**src/rtl/div_ctrl.sv**
```systemverilog
`default_nettype none
// ============================================================================
// Module      : div_ctrl
// Description : Iterative restoring divider for the EXE stage. Produces one
//               quotient bit per cycle, supports signed (DIV) and unsigned
//               (DIVU) operation, divide-by-zero shortcut, pipeline stall
//               request and exception flush.
// Revision    : 1.0 - initial release
// ============================================================================
module div_ctrl #(
  parameter int DIV_W = 32
) (
  input  logic             cpu_clk_50M,
  input  logic             cpu_rst,
  input  logic             div_start,
  input  logic             div_signed,
  input  logic [DIV_W-1:0] div_opdata1,
  input  logic [DIV_W-1:0] div_opdata2,
  input  logic             flush,
  output logic             stallreq_div,
  output logic             div_ready,
  output logic [DIV_W-1:0] div_quo,
  output logic [DIV_W-1:0] div_rem
);

  localparam int CNT_W = (DIV_W > 1) ? $clog2(DIV_W) : 1;
  localparam logic [CNT_W-1:0] CNT_LAST = CNT_W'(DIV_W - 1);

  localparam logic [1:0] S_IDLE   = 2'd0;
  localparam logic [1:0] S_BYZERO = 2'd1;
  localparam logic [1:0] S_ON     = 2'd2;
  localparam logic [1:0] S_DONE   = 2'd3;

  logic [1:0]       state;
  logic [1:0]       state_nxt;
  logic [CNT_W-1:0] cnt;

  // Shift register: starts as |dividend|, quotient bits enter at the bottom.
  logic [DIV_W-1:0] dvd_quo;
  logic [DIV_W-1:0] dvs_abs;
  logic [DIV_W-1:0] part_rem;
  logic             sign_dvd;
  logic             sign_dvs;
  logic             sgn_mode;

  logic             start_ok;
  logic             op1_neg;
  logic             op2_neg;
  logic [DIV_W-1:0] op1_abs;
  logic [DIV_W-1:0] op2_abs;

  logic [DIV_W:0]   trial;
  logic [DIV_W:0]   diff;
  logic             fits;
  logic [DIV_W-1:0] step_rem;
  logic [DIV_W-1:0] step_quo;
  logic             neg_quo;
  logic             neg_rem;
  logic [DIV_W-1:0] fin_quo;
  logic [DIV_W-1:0] fin_rem;

  assign start_ok = div_start & ~flush;
  assign op1_neg  = div_signed & div_opdata1[DIV_W-1];
  assign op2_neg  = div_signed & div_opdata2[DIV_W-1];
  assign op1_abs  = op1_neg ? (~div_opdata1 + 1'b1) : div_opdata1;
  assign op2_abs  = op2_neg ? (~div_opdata2 + 1'b1) : div_opdata2;

  // One restoring step: bring down the next dividend bit and subtract the
  // divisor if it fits. A borrow out of the extra MSB means it did not fit.
  assign trial    = {part_rem, dvd_quo[DIV_W-1]};
  assign diff     = trial - {1'b0, dvs_abs};
  assign fits     = ~diff[DIV_W];
  assign step_rem = fits ? diff[DIV_W-1:0] : trial[DIV_W-1:0];
  assign step_quo = {dvd_quo[DIV_W-2:0], fits};

  // Sign correction uses only the flags captured at start time.
  assign neg_quo  = sgn_mode & (sign_dvd ^ sign_dvs);
  assign neg_rem  = sgn_mode & sign_dvd;
  assign fin_quo  = neg_quo ? (~step_quo + 1'b1) : step_quo;
  assign fin_rem  = neg_rem ? (~step_rem + 1'b1) : step_rem;

  // State register.
  always_ff @(posedge cpu_clk_50M or posedge cpu_rst) begin
    if (cpu_rst) begin
      state <= S_IDLE;
    end else begin
      state <= state_nxt;
    end
  end

  // Next-state logic; flush overrides start and completion.
  always_comb begin
    state_nxt = state;
    if (flush) begin
      state_nxt = S_IDLE;
    end else begin
      case (state)
        S_IDLE: begin
          if (div_start) begin
            state_nxt = (div_opdata2 == '0) ? S_BYZERO : S_ON;
          end
        end
        S_BYZERO: state_nxt = S_DONE;
        S_ON: begin
          if (cnt == CNT_LAST) begin
            state_nxt = S_DONE;
          end
        end
        S_DONE:   state_nxt = S_IDLE;
        default:  state_nxt = S_IDLE;
      endcase
    end
  end

  // Stall and ready outputs; stall is held low while reset is asserted.
  always_comb begin
    stallreq_div = ~cpu_rst & (((state == S_IDLE) & start_ok) |
                               (state == S_BYZERO) | (state == S_ON));
    div_ready    = (state == S_DONE) & ~flush;
  end

  // Operand capture, iteration datapath and result registers. Results only
  // change on the edge that enters DONE, so they hold between divisions.
  always_ff @(posedge cpu_clk_50M or posedge cpu_rst) begin
    if (cpu_rst) begin
      cnt      <= '0;
      dvd_quo  <= '0;
      dvs_abs  <= '0;
      part_rem <= '0;
      sign_dvd <= 1'b0;
      sign_dvs <= 1'b0;
      sgn_mode <= 1'b0;
      div_quo  <= '0;
      div_rem  <= '0;
    end else begin
      case (state)
        S_IDLE: begin
          if (start_ok) begin
            dvd_quo  <= op1_abs;
            dvs_abs  <= op2_abs;
            sign_dvd <= div_opdata1[DIV_W-1];
            sign_dvs <= div_opdata2[DIV_W-1];
            sgn_mode <= div_signed;
            cnt      <= '0;
            part_rem <= '0;
          end
        end
        S_BYZERO: begin
          if (!flush) begin
            div_quo <= '0;
            div_rem <= '0;
          end
        end
        S_ON: begin
          if (!flush) begin
            dvd_quo  <= step_quo;
            part_rem <= step_rem;
            cnt      <= cnt + CNT_W'(1);
            if (cnt == CNT_LAST) begin
              div_quo <= fin_quo;
              div_rem <= fin_rem;
            end
          end
        end
        default: begin
        end
      endcase
    end
  end

endmodule
`default_nettype wire

```
**config.mk**
```make
export PLATFORM = sky130hd
export DESIGN_NAME = div_ctrl
export DESIGN_NICKNAME = d
export VERILOG_FILES = /design/src/rtl/div_ctrl.sv
export SDC_FILE = /design/constraint.sdc
export NUM_CORES = 1
export LEC_CHECK = 0
export CAP_MARGIN = 25
export CORE_UTILIZATION = 59
export DETAILED_ROUTE_END_ITERATION = 16
export DONT_BUFFER_PORTS = 1
export PLACE_DENSITY = 0.77
export SYNTH_ARGS = -nofsm -noshare
export SYNTH_HDL_FRONTEND = slang
export SYNTH_SLANG_ARGS = --single-unit
```
**constraint.sdc**
```tcl
create_clock -name cpu_clk_50M -period 7.6 [get_ports cpu_clk_50M]
set_input_delay 1.52 -clock cpu_clk_50M [delete_from_list [all_inputs] [get_ports cpu_clk_50M]]
set_output_delay 1.52 -clock cpu_clk_50M [all_outputs]
set_load 0.005 [all_outputs]
```
==> flow_metrics.tcl <==
set metrics [dict create \
    outcome "finished, final reports clean" \
    synth_ff_type "dfrtp_1" \
    crit_top_cell "a21oi_1" \
    clk_latency_ns 0.45 \
    power.density_nw_per_um2 339 \
    grtUsageMet2_pct 49.7 \
    drt-pass1-iter-count 6 \
    nets 1529 \
    grt_pass1_wl_um 56000 \
    p_sw_mw 2.04 \
    crit_type "flop to flop" \
    fin_tns_setup_ns 0 \
    dp_cells 1662 \
    grt_util_all_layers_pct 33.6 \
    clockRootBuffer "clkbuf_16" \
    cts_setup_buffers 0 \
    portBuffers 0 \
    power_frac_comb_pct 48.6 \
    max_freq_mhz 165 \
    skew_ns 0.0175 \
    ant_nets 0 \
    cts_buffers 17 \
    vias 10975 \
    gr-usage-met1_pct 47.0 \
    fillers 1699 \
    syn_area_per_cell_um2 8.25 \
    netSwitchingFraction_pct 47.0 \
    hpwlAfterDp_um 25600 \
    synth-seq-cells 170 \
    final_cell_mix "202 x nand2_1, 170 x o21ai_0, 170 x dfrtp_1" \
    fin_crit_sh_pct 79.8 \
    synth_cell_types 80 \
    cpPeakStageDelay_ns 0.58 \
    drt_iter0_drc 916 \
    overflow 0 \
    p_leak_nw 5.40 \
    ir_worst_vdd_mv 0.297 \
    seq_power_share_pct 30.4 \
    numClockSinks 170 \
    drc 0 \
    die_w_um 145 \
    slew_headroom_pct 30.2 \
    setup_viol 0 \
    crit_slowest_cell "or4b_1" \
    ctsResizeCount 0 \
    startpoint_type "flop" \
    gr-usage-met3_pct 9.06 \
    cp.required_ns 7.94 \
    worst_pin_slew_ns 1.05 \
    detailedPlace.worstSlack_ns 1.70 \
    seq_area_frac_synth_pct 35.3 \
    wirelength_um 34800 \
    layout_commonest_cell "nand2_1" \
    cp.arrival_ns 6.41 \
    synth_cells 1463 \
    crit_chain "inv_1 > ha_1 > inv_1 > fa_1 > a211oi_2 > o21ai_2 > o21ai_2 > a21oi_1 > nor4_4 > nor3_4 > inv_4 > nor2_1 > a21oi_1 > ha_1 > nand2_1 > or4b_1 > or4_1 > o41ai_4 > and4_1 > a21oi_1 > xnor2_1 > a22o_1" \
    min_path_type "flop to flop" \
    ctsHoldBuffers 0 \
    drive_gt1_share_pct 5.31 \
    stdcell_count 1696 \
    wl_per_cell_um 20.5 \
    cap_viol_max_count 0 \
    synthArstFlopShare_pct 100 \
    die_h_um 145 \
    start_util_pct 61.0 \
    syn_nets 1575 \
    path_max_fanout 47 \
    multi_input_area_um2 7280 \
    die_area_um2 21000 \
    row_count 51 \
    htreeDepth 4 \
    area_delta_synth_final_pct 6.15 \
    path_clk_slew_ns 0.08 \
    grt_start_max_net_pins 97 \
    critical-path-top-delay-family "simple AND/OR/NAND/NOR gates" \
    power.internal_mw 2.30 \
    clock_tree.buffer_depth 2 \
    synth-edff-count 0 \
    rsz0062_at_grt "false" \
    cts_tree "yes" \
    finalHoldViolCount 0 \
    yosysWarnings 0 \
    ff_latch_area_um2 4250 \
    io_pins 135 \
    period_minus_slack_ns 6.07 \
    grt_pass1_vias 10330 \
    grt_antenna_before_repair 0 \
    vias_per_cell 6.47 \
    fp.coreArea_um2 19800 \
    endpoint_kind "flop" \
    pwr-share-clk_pct 21.0 \
    grt_busiest_layer "met2" \
    crit_buf_inv 3 \
    slew_violations 0 \
    place.gp.congestion 0.990 \
    fin_ws_ns 1.53 \
    synthesis.area_um2 12100 \
]
-- flip-flops by register name (all words and copies together), names as in the netlist --
signal and flops:
div_rem 32, sign_dvs 1, sign_dvd 1, div_quo 32, state 2, part_rem 32, dvd_quo 32, cnt 5
sgn_mode 1, dvs_abs 32
-- per-layer routing --
| metal | part of all wire (%) | wire length, µm |
|---|---|---|
| met1 | 44 | 15500 |
| met2 | 43 | 15000 |
| met3 | 9.6 | 3360 |
| met4 | 2.9 | 1000 |
| met5 | 0 | 0 |
-- final timing paths --
| check | start | slack [ns] | to | cells past startpoint |
|---|---|---|---|---|
| min in group asynchronous | cpu_rst | 1.09 | dvs_abs[29] | 1 |
| worst max register to register | dvd_quo[31] | 1.53 | div_rem[30] | 22 |
| worst min-delay path | cnt[4] | 0.48 | cnt[4] | 2 |
| worst min register to register | cnt[4] | 0.48 | cnt[4] | 2 |
| max in group asynchronous | cpu_rst | 5.40 | div_rem[11] | 3 |
| worst max-delay path | dvd_quo[31] | 1.53 | div_rem[30] | 22 |
-- worst min-delay path, cell delays in order, from the launching register on --
cell and delay, ns:
dfrtp_1 0.36, nand2_1 0.05, nand2_1 0.05
-- cells by family after synthesis --
logic type / Yosys count / synth area share (%)
simple gates: 487 / 19.3
flops: 170 / 35.3
mux: 31 / 2.63
fa+ha+maj: 43 / 4.52
xor+xnor: 141 / 10.2
compound gates: 462 / 23.7
buf+inv: 129 / 4.41
-- cell type report --
cell class                 instances  share of cell area, %
multi-input combinational       1164                   56.9
inverter                          54                   1.64
sequential                       170                   33.2
tap                              265                   2.59
clock inverter                    15                   1.44
antenna                            1                 0.0195
clock buffer                      17                   3.32
timing repair buffer              10                  0.899
-- stage by stage --
stage          utilization, %  total power, mW  hold WS (ns)  instance area [µm²]
2_1_floorplan               -             2.84         0.445                12100
3_3_place_gp             61.4             3.32         0.457                12100
3_5_place_dp             61.5             3.36         0.467                12200
4_1_cts                  64.6             4.28         0.485                12800
5_1_grt                  64.7             4.60         0.507                12800
6_report                 64.7             4.33         0.485                12800
-- synthesized netlist by cell type (all sizes together) (3+ instances only) --
master / instances / area share, %
nand2: 202 / 6.3
o21ai: 186 / 7.8
dfrtp: 170 / 35
a21oi: 105 / 4.4
nor2: 103 / 3.2
xor2: 77 / 5.6
xnor2: 64 / 4.6
inv: 54 / 1.7
clkbuf: 53 / 1.6
ha: 42 / 4.4
o31ai: 32 / 2.0
nor3: 29 / 1.3
mux2i: 25 / 2.1
o22ai: 25 / 1.3
buf: 22 / 1.1
nor4: 20 / 1.2
or3: 19 / 0.99
a21o: 18 / 1.1
nand2b: 18 / 0.93
nand3: 18 / 0.75
o41ai: 16 / 1.4
or4: 15 / 0.93
nand4: 14 / 0.78
and2: 13 / 0.67
a211oi: 10 / 0.66
a22oi: 8 / 0.50
o21a: 8 / 0.56
nor2b: 7 / 0.36
a31oi: 6 / 0.31
mux2: 6 / 0.56
o31a: 6 / 0.44
or2: 6 / 0.31
a211o: 5 / 0.36
a22o: 5 / 0.36
and3: 5 / 0.26
o211ai: 5 / 0.31
and4: 4 / 0.29
a41oi: 3 / 0.22
and3b: 3 / 0.22
nand3b: 3 / 0.19
-- power groups by stage --
stage                     clock (mW)  sequential, mW  combinational [mW]
after CTS                      0.915            1.31                2.06
final                          0.909            1.32                2.11
after global placement             0            1.31                2.01
after floorplan                    0            1.25                1.59
after global routing           0.949            1.34                2.31
after detailed placement           0            1.32                2.04
No activity file was read; power rests on OpenSTA's default activity.
